File: config.mk
export PLATFORM = sky130hd
export DESIGN_NAME = div_sequencer_flat
export DESIGN_NICKNAME = d
export VERILOG_FILES = /design/src/rtl/cpu_defs.sv /design/src/rtl/div_sequencer_if.sv /design/src/rtl/clz32.sv /design/src/rtl/div_sequencer.sv /design/src/flat_wrapper.sv
export SDC_FILE = /design/constraint.sdc
export NUM_CORES = 1
export LEC_CHECK = 0
export CELL_PAD_IN_SITES_DETAIL_PLACEMENT = 1
export CELL_PAD_IN_SITES_GLOBAL_PLACEMENT = 2
export CORE_MARGIN = 5
export CORE_UTILIZATION = 28
export CTS_CLUSTER_DIAMETER = 50
export CTS_CLUSTER_SIZE = 20
export DETAILED_ROUTE_END_ITERATION = 12
export PLACE_DENSITY = 0.73
export SYNTH_ARGS = -nofsm -noshare
export SYNTH_HDL_FRONTEND = slang
export SYNTH_HIERARCHICAL = 1
export SYNTH_SLANG_ARGS = --single-unit
File: constraint.sdc
create_clock -name clk -period 9.9 [get_ports clk]
set_input_delay 1.98 -clock clk [delete_from_list [all_inputs] [get_ports clk]]
set_output_delay 1.98 -clock clk [all_outputs]
set_load 0.005 [all_outputs]
File: src/rtl/cpu_defs.sv
// Shared definitions for the DIV/DIVU sequencer.
// Holds the operand width, iteration counter width, the sequencer state
// encoding, the divide-by-zero quotient constant and a magnitude helper.
package cpu_defs;

    localparam int unsigned WIDTH = 32;
    // Counter must hold 0..WIDTH, so at least clog2(WIDTH+1) bits.
    localparam int unsigned CNT_W = 6;

    typedef enum logic [1:0] {
        IDLE = 2'd0,
        RUN  = 2'd1,
        DONE = 2'd2
    } div_state_t;

    localparam logic [WIDTH-1:0] DIV0_LO = '1;

    // Absolute value when the operand is treated as signed, raw otherwise.
    // 2^(WIDTH-1) maps onto itself, which the unsigned core handles correctly.
    function automatic logic [WIDTH-1:0] mag(input logic [WIDTH-1:0] v,
                                             input logic             is_signed);
        return (is_signed && v[WIDTH-1]) ? -v : v;
    endfunction

endpackage

File: src/rtl/div_sequencer_if.sv
// Execute-stage <-> divider handshake bundle.
//   master : pipeline side (drives start/signed_div/opa/opb/flush)
//   slave  : divider side (drives stall/busy/hilo_write/hi/lo)
interface div_sequencer_if;

    logic                        start;
    logic                        signed_div;
    logic [cpu_defs::WIDTH-1:0]  opa;
    logic [cpu_defs::WIDTH-1:0]  opb;
    logic                        flush;
    logic                        stall;
    logic                        busy;
    logic                        hilo_write;
    logic [cpu_defs::WIDTH-1:0]  hi;
    logic [cpu_defs::WIDTH-1:0]  lo;

    modport master (
        output start, signed_div, opa, opb, flush,
        input  stall, busy, hilo_write, hi, lo
    );

    modport slave (
        input  start, signed_div, opa, opb, flush,
        output stall, busy, hilo_write, hi, lo
    );

endinterface

File: src/rtl/clz32.sv
// Combinational leading-zero count of a 32-bit value.
// Only present when DIV_EARLY_TERM_EN is defined.
//   value : input word
//   count : number of leading zeros, 0..32 (32 for a zero word)
`ifdef DIV_EARLY_TERM_EN
module clz32 (
    input  logic [31:0] value,
    output logic [5:0]  count
);

    // Scan upward so the highest set bit writes last.
    always_comb begin
        count = 6'd32;
        for (int i = 0; i < 32; i++) begin
            if (value[i]) begin
                count = 6'(31 - i);
            end
        end
    end

endmodule
`endif

File: src/rtl/div_sequencer.sv
// Multi-cycle DIV/DIVU sequencer: radix-2 restoring divide that stalls the
// front of the pipeline while running and writes HI/LO with a one-cycle strobe.
// Optional macro DIV_EARLY_TERM_EN skips the dividend's leading zeros.
//   clk, rst           : clock, synchronous active-high reset
//   bus.start          : E-stage DIV/DIVU valid (sampled only in IDLE)
//   bus.signed_div     : 1 = DIV, 0 = DIVU
//   bus.opa / bus.opb  : dividend / divisor
//   bus.flush          : E-stage flush, cancels any operation
//   bus.stall          : freeze F/D/E
//   bus.busy           : state is not IDLE
//   bus.hilo_write     : one-cycle HI/LO write strobe
//   bus.hi / bus.lo    : remainder / quotient
module div_sequencer
    import cpu_defs::*;
(
    input  logic            clk,
    input  logic            rst,
    div_sequencer_if.slave  bus
);

    div_state_t        state;
    logic [CNT_W-1:0]  cnt;
    logic [WIDTH-1:0]  rem;
    logic [WIDTH-1:0]  quo;
    logic [WIDTH-1:0]  dvsr;
    logic              qneg;
    logic              rneg;
    logic [WIDTH-1:0]  hi_q;
    logic [WIDTH-1:0]  lo_q;

    logic              a_neg_c;
    logic              b_neg_c;
    logic [WIDTH-1:0]  a_mag_c;
    logic [WIDTH-1:0]  b_mag_c;
    logic [WIDTH-1:0]  quo_init_c;
    logic [CNT_W-1:0]  cnt_init_c;
    logic              a_zero_c;
    logic [WIDTH:0]    rem_sh_c;
    logic [WIDTH:0]    diff_c;
    logic [WIDTH-1:0]  rem_nxt_c;
    logic [WIDTH-1:0]  quo_nxt_c;

    // Operand conditioning for the accept cycle.
    always_comb begin
        a_neg_c = bus.signed_div & bus.opa[WIDTH-1];
        b_neg_c = bus.signed_div & bus.opb[WIDTH-1];
        a_mag_c = mag(bus.opa, bus.signed_div);
        b_mag_c = mag(bus.opb, bus.signed_div);
    end

`ifdef DIV_EARLY_TERM_EN
    logic [CNT_W-1:0] lz_c;

    clz32 u_clz (
        .value (a_mag_c),
        .count (lz_c)
    );

    // Pre-shifting past the leading zeros and starting the counter at z
    // yields WIDTH - z RUN cycles with an identical result.
    always_comb begin
        quo_init_c = a_mag_c << lz_c;
        cnt_init_c = lz_c;
        a_zero_c   = (lz_c == CNT_W'(WIDTH));
    end
`else
    always_comb begin
        quo_init_c = a_mag_c;
        cnt_init_c = '0;
        a_zero_c   = 1'b0;
    end
`endif

    // One restoring step: shift {r, q} left, trial-subtract the divisor.
    // r < divisor always, so a shifted r with its top bit set always subtracts.
    always_comb begin
        rem_sh_c  = {rem, quo[WIDTH-1]};
        diff_c    = rem_sh_c - {1'b0, dvsr};
        quo_nxt_c = {quo[WIDTH-2:0], ~diff_c[WIDTH]};
        rem_nxt_c = diff_c[WIDTH] ? rem_sh_c[WIDTH-1:0] : diff_c[WIDTH-1:0];
    end

    // Handshake outputs; stall and strobe are gated off while in reset.
    always_comb begin
        bus.stall      = ~rst & (((state == IDLE) & bus.start & ~bus.flush) |
                                 (state == RUN));
        bus.busy       = (state != IDLE);
        bus.hilo_write = ~rst & (state == DONE) & ~bus.flush;
        bus.hi         = hi_q;
        bus.lo         = lo_q;
    end

    // Sequencer state and datapath.
    always_ff @(posedge clk) begin
        if (rst) begin
            state <= IDLE;
            cnt   <= '0;
            rem   <= '0;
            quo   <= '0;
            dvsr  <= '0;
            qneg  <= 1'b0;
            rneg  <= 1'b0;
            hi_q  <= '0;
            lo_q  <= '0;
        end else if (bus.flush) begin
            state <= IDLE;
            cnt   <= '0;
        end else begin
            case (state)
                IDLE: begin
                    if (bus.start) begin
                        dvsr <= b_mag_c;
                        rem  <= '0;
                        quo  <= quo_init_c;
                        cnt  <= cnt_init_c;
                        qneg <= a_neg_c ^ b_neg_c;
                        rneg <= a_neg_c;
                        if (bus.opb == '0) begin
                            hi_q  <= bus.opa;
                            lo_q  <= DIV0_LO;
                            state <= DONE;
                        end else if (a_zero_c) begin
                            hi_q  <= '0;
                            lo_q  <= '0;
                            state <= DONE;
                        end else begin
                            state <= RUN;
                        end
                    end
                end
                RUN: begin
                    rem <= rem_nxt_c;
                    quo <= quo_nxt_c;
                    cnt <= cnt + CNT_W'(1);
                    if (cnt == CNT_W'(WIDTH - 1)) begin
                        lo_q  <= qneg ? -quo_nxt_c : quo_nxt_c;
                        hi_q  <= rneg ? -rem_nxt_c : rem_nxt_c;
                        state <= DONE;
                    end
                end
                DONE: begin
                    state <= IDLE;
                end
                default: begin
                    state <= IDLE;
                end
            endcase
        end
    end

endmodule
File: src/flat_wrapper.sv
// flat-port wrapper written by rule: the top's interface ports become plain ports
module div_sequencer_flat import cpu_defs::*;
  (clk, rst, bus_start, bus_signed_div, bus_opa, bus_opb, bus_flush, bus_stall, bus_busy, bus_hilo_write, bus_hi, bus_lo);
  div_sequencer_if bus_i ();
  input  logic clk;
  input  logic rst;
  input wire logic [$bits(bus_i.start)-1:0] bus_start;
  input wire logic [$bits(bus_i.signed_div)-1:0] bus_signed_div;
  input wire logic [$bits(bus_i.opa)-1:0] bus_opa;
  input wire logic [$bits(bus_i.opb)-1:0] bus_opb;
  input wire logic [$bits(bus_i.flush)-1:0] bus_flush;
  output wire logic [$bits(bus_i.stall)-1:0] bus_stall;
  output wire logic [$bits(bus_i.busy)-1:0] bus_busy;
  output wire logic [$bits(bus_i.hilo_write)-1:0] bus_hilo_write;
  output wire logic [$bits(bus_i.hi)-1:0] bus_hi;
  output wire logic [$bits(bus_i.lo)-1:0] bus_lo;
  assign bus_i.start = bus_start;
  assign bus_i.signed_div = bus_signed_div;
  assign bus_i.opa = bus_opa;
  assign bus_i.opb = bus_opb;
  assign bus_i.flush = bus_flush;
  assign bus_stall = bus_i.stall;
  assign bus_busy = bus_i.busy;
  assign bus_hilo_write = bus_i.hilo_write;
  assign bus_hi = bus_i.hi;
  assign bus_lo = bus_i.lo;
  div_sequencer u_core (.clk(clk), .rst(rst), .bus(bus_i));
endmodule
==> results.md <==
* Hold endpoint: u_core/dvsr[31]$_SDFFE_PP0P_
* Root Buffer: clkbuf_16
* Dominant cell by count in the synthesized netlist: nor2_1
* Port Buffer Count at about 140
* Mapped Area at 12000 sq um
* Final HPWL DP at 35300 um
* # rows at between 70 and 80
* Post-synthesis adder-cell area fraction at 0.0401
* Final period util at 0.641
* Starting DRT DRC Count at 863
* Critical path's most frequent cell: or4_4
* Cell Int Power at 1.35 mW
* FF-to-FF End: u_core/bus.hi[26]$_SDFFE_PP0P_
* EDFF count, synth at 0
* VDD IR max at between 0.00009 and 0.0001 V
* Startpoint Class: input pin
* CP Cell Sequence: clkdlybuf4s50_1 -> or4_4 -> or4_4 -> or3_1 -> or2_1 -> or4_4 -> nor4_4 -> o211ai_4 -> nor2_2 -> o211ai_1 -> o32ai_1
* Critical R2R Launch: u_core/quo[31]$_SDFFE_PP0P_
* Register share of total power at 0.372
* Initial antenna violation count at 0
* Vias at 12500
* Via density at 5.53
* Ys async rst share at 0
* Clock share of power at 0.406
* Hold_sp: u_core/dvsr[31]$_SDFFE_PP0P_
* Worst setup EP type: flip-flop
* FILL cells at 5230
* Die X at 217 um
* # IOs at 136
* Reg2reg setup slack at around 3900 ps
* Pwr Density at 137 nW/um^2
* Number of CTS-inserted buffers at 17
* Reg2Reg Depth at 20
* Initial Util at 0.281
* Final Max Tran Viols at 0
* Mux cell area share after synthesis at 0.0221
* Leak at 5.15 nW
* Post-synth top area cell: dfxtp_1
* Syn nets at 1740
* CTS tree: yes
* Clk slew on worst S/H paths at 80 ps
* Main synth FF type: dfxtp_1
* Worst-path fanout max at 19
* Hold Vio Cnt, Final at 0
* Antenna viol nets, final at 0
* GRT Overall Usage at 0.194
* Area Growth Syn to Fin at 20.2%
* Final nets at 1802
* Largest net degree at the start of global routing at 100
* DR DRC count at 0
* Synth Area in Simple Gates at 0.230
* Die area at 47200 sq um
* Worst Path Required at 10270 ps
* # resized after CTS at 0
* Seq/Total Area, Yosys at 0.283
* Synth Area in XOR/XNOR at 0.0888
* Max-cap violation count at 0
* Vias in the first global route at ~12000
* Headroom to the max-slew limit at 0.162
* Global-route wire length before repair at 72800 um
* H-tree Lvls at 4
* CP max stage cell: nor2_2
* Sw Share at 0.316
* Least-Margin Pin Slew at around 1300 ps
* Synth Area in Compound Gates at 0.282
* Avg WL per Cell at 20.8 um
* Tmin final at ~6400 ps
* Share of cells above drive strength 1 at 0.0463
* Synth top area share at 0.283
* Diode count at 0
* Post-Route WL at 46800 um
* CP arrival at around 6700 ps
* Main combinational cell family by area after synthesis: compound AO/OA/AOI/OAI gates
* Count of cell types in the netlist at 75
* Post-CTS Setup Inserts at 0
* Final GP Congestion at around 0.84
* Combinational Power Share at 0.223
* Sw Pwr at a little over 0.6 mW
* Hold WC Path Type: reg -> reg
* FMAX at 0.157 GHz
* Status: finished, final reports clean
* CTS Hold Buffers Added at 0
* Hold Crit Depth at 2
* Clock latency on the worst-skew pair at 460 ps
* Yosys warning count at 6
* Most frequent cells after synthesis: nor2_1 (225), dfxtp_1 (170), a21oi_1 (165), nand2_1 (131), o21ai_0 (113)
* Drt pass-1 iters at 5
* Fin Hold WS at 461 ps
* CP Class: in -> reg
* Largest cells by area after synthesis: dfxtp_1 (28%), nor2_1 (7.0%), a21oi_1 (6.9%)
* Tot Pwr at 1.97 mW
* Post-Synthesis Cells at 1633
* Setup TNS Final at 0 ps
* Count of final setup violators at 0
* RSZ-0062 raised after global routing: false
* Core Region at 42800 sq um
* Avg Cell Area, Syn at ~7.4 sq um
* Register bit total from synthesis at 170
* CTS Sinks at 170
* Congestion Overflow GR at 0
* Clock skew at 12.8 ps
* CP peak stage delay at 1030 ps
* Die H at 217 um
* Clock buffer depth at 2
flip-flops by register name, indices dropped and copies added, names as in the netlist:
register       flops
u_core/dvsr       32
u_core/bus.hi     32
u_core/rem        32
u_core/state       2
u_core/cnt         6
u_core/rneg        1
u_core/quo        32
u_core/bus.lo     32
u_core/qneg        1
final cells by class:
type	instances	area, sq um	area share
Timing Repair Buffer	150	1460	0.101
Clock buffer	18	429	0.0297
Inverter	54	203	0.0140
Sequential cell	170	3400	0.235
Multi-Input combinational cell	1302	8030	0.555
Tap cell	546	683	0.0472
Clock inverter	14	254	0.0176
per-stage QoR:
stage | worst slack (ps) | instances | cell area [sq um] | utilization
floorplan | 4850 | 1633 | 12000 | -
global placement | 3270 | 2222 | 13800 | 0.322
detailed placement | 3170 | 2222 | 13800 | 0.322
CTS | 3670 | 2254 | 14500 | 0.338
global route | 3430 | 2254 | 14500 | 0.338
finish | 3550 | 2254 | 14500 | 0.338
routing by layer:
metal	global-route usage	routed length, um	up-vias
met5	0	0	-
met2	0.316	21700	273
met1	0.272	22400	6085
met3	0.0256	1920	31
li1	-	-	6085
met4	0.0508	880	0
power groups by stage:
stage	logic [mW]	clock network [mW]	registers [mW]
CTS	0.442	0.821	0.734
detailed placement	0.439	0	0.750
floorplan	0.278	0	0.742
global placement	0.432	0	0.749
global route	0.485	0.846	0.738
finish	0.440	0.801	0.734
cells by family (layout without fill, tap and decap cells):
family,after synthesis,in the layout
AND/OR/NAND/NOR,587,587
adder cells (fa/ha/maj),38,38
XOR/XNOR,122,122
AO/OA/AOI/OAI,529,529
buffers and inverters,161,236
flip-flops,170,170
multiplexers,26,26
cell usage in the layout (no fill, tap or decap), drive strengths merged, types with 21 or more instances in the layout:
master and n:
o31ai 25, a211oi 64, a21oi 165, nor3 66, a31oi 22, dfxtp 170
xnor2 31, inv 60, a311oi 32, mux2i 21, xor2 91, o21ai 114
clkdlybuf4s50 134, nor2 227, nand2 131, or3 25, ha 37
worst max-delay path, delay by kind of cell:
family	cells	cell delay (ps)
buffers and inverters	1	470
AO/OA/AOI/OAI	3	650
AND/OR/NAND/NOR	7	3600
worst max path at each step:
stage          startpoint                             end  slack (ps)
3_5_place_dp   bus_opb[8]  u_core/bus.hi[25]$_SDFFE_PP0P_        3170
5_1_grt        bus_opb[8]  u_core/bus.hi[24]$_SDFFE_PP0P_        3430
4_1_cts        bus_opb[8]  u_core/bus.hi[25]$_SDFFE_PP0P_        3670
3_3_place_gp   bus_opb[8]  u_core/bus.hi[24]$_SDFFE_PP0P_        3270
6_report       bus_opb[8]  u_core/bus.hi[25]$_SDFFE_PP0P_        3550
2_1_floorplan  bus_opb[8]  u_core/bus.lo[11]$_SDFFE_PP0P_        4850
Power figures use the tool's default switching activity.
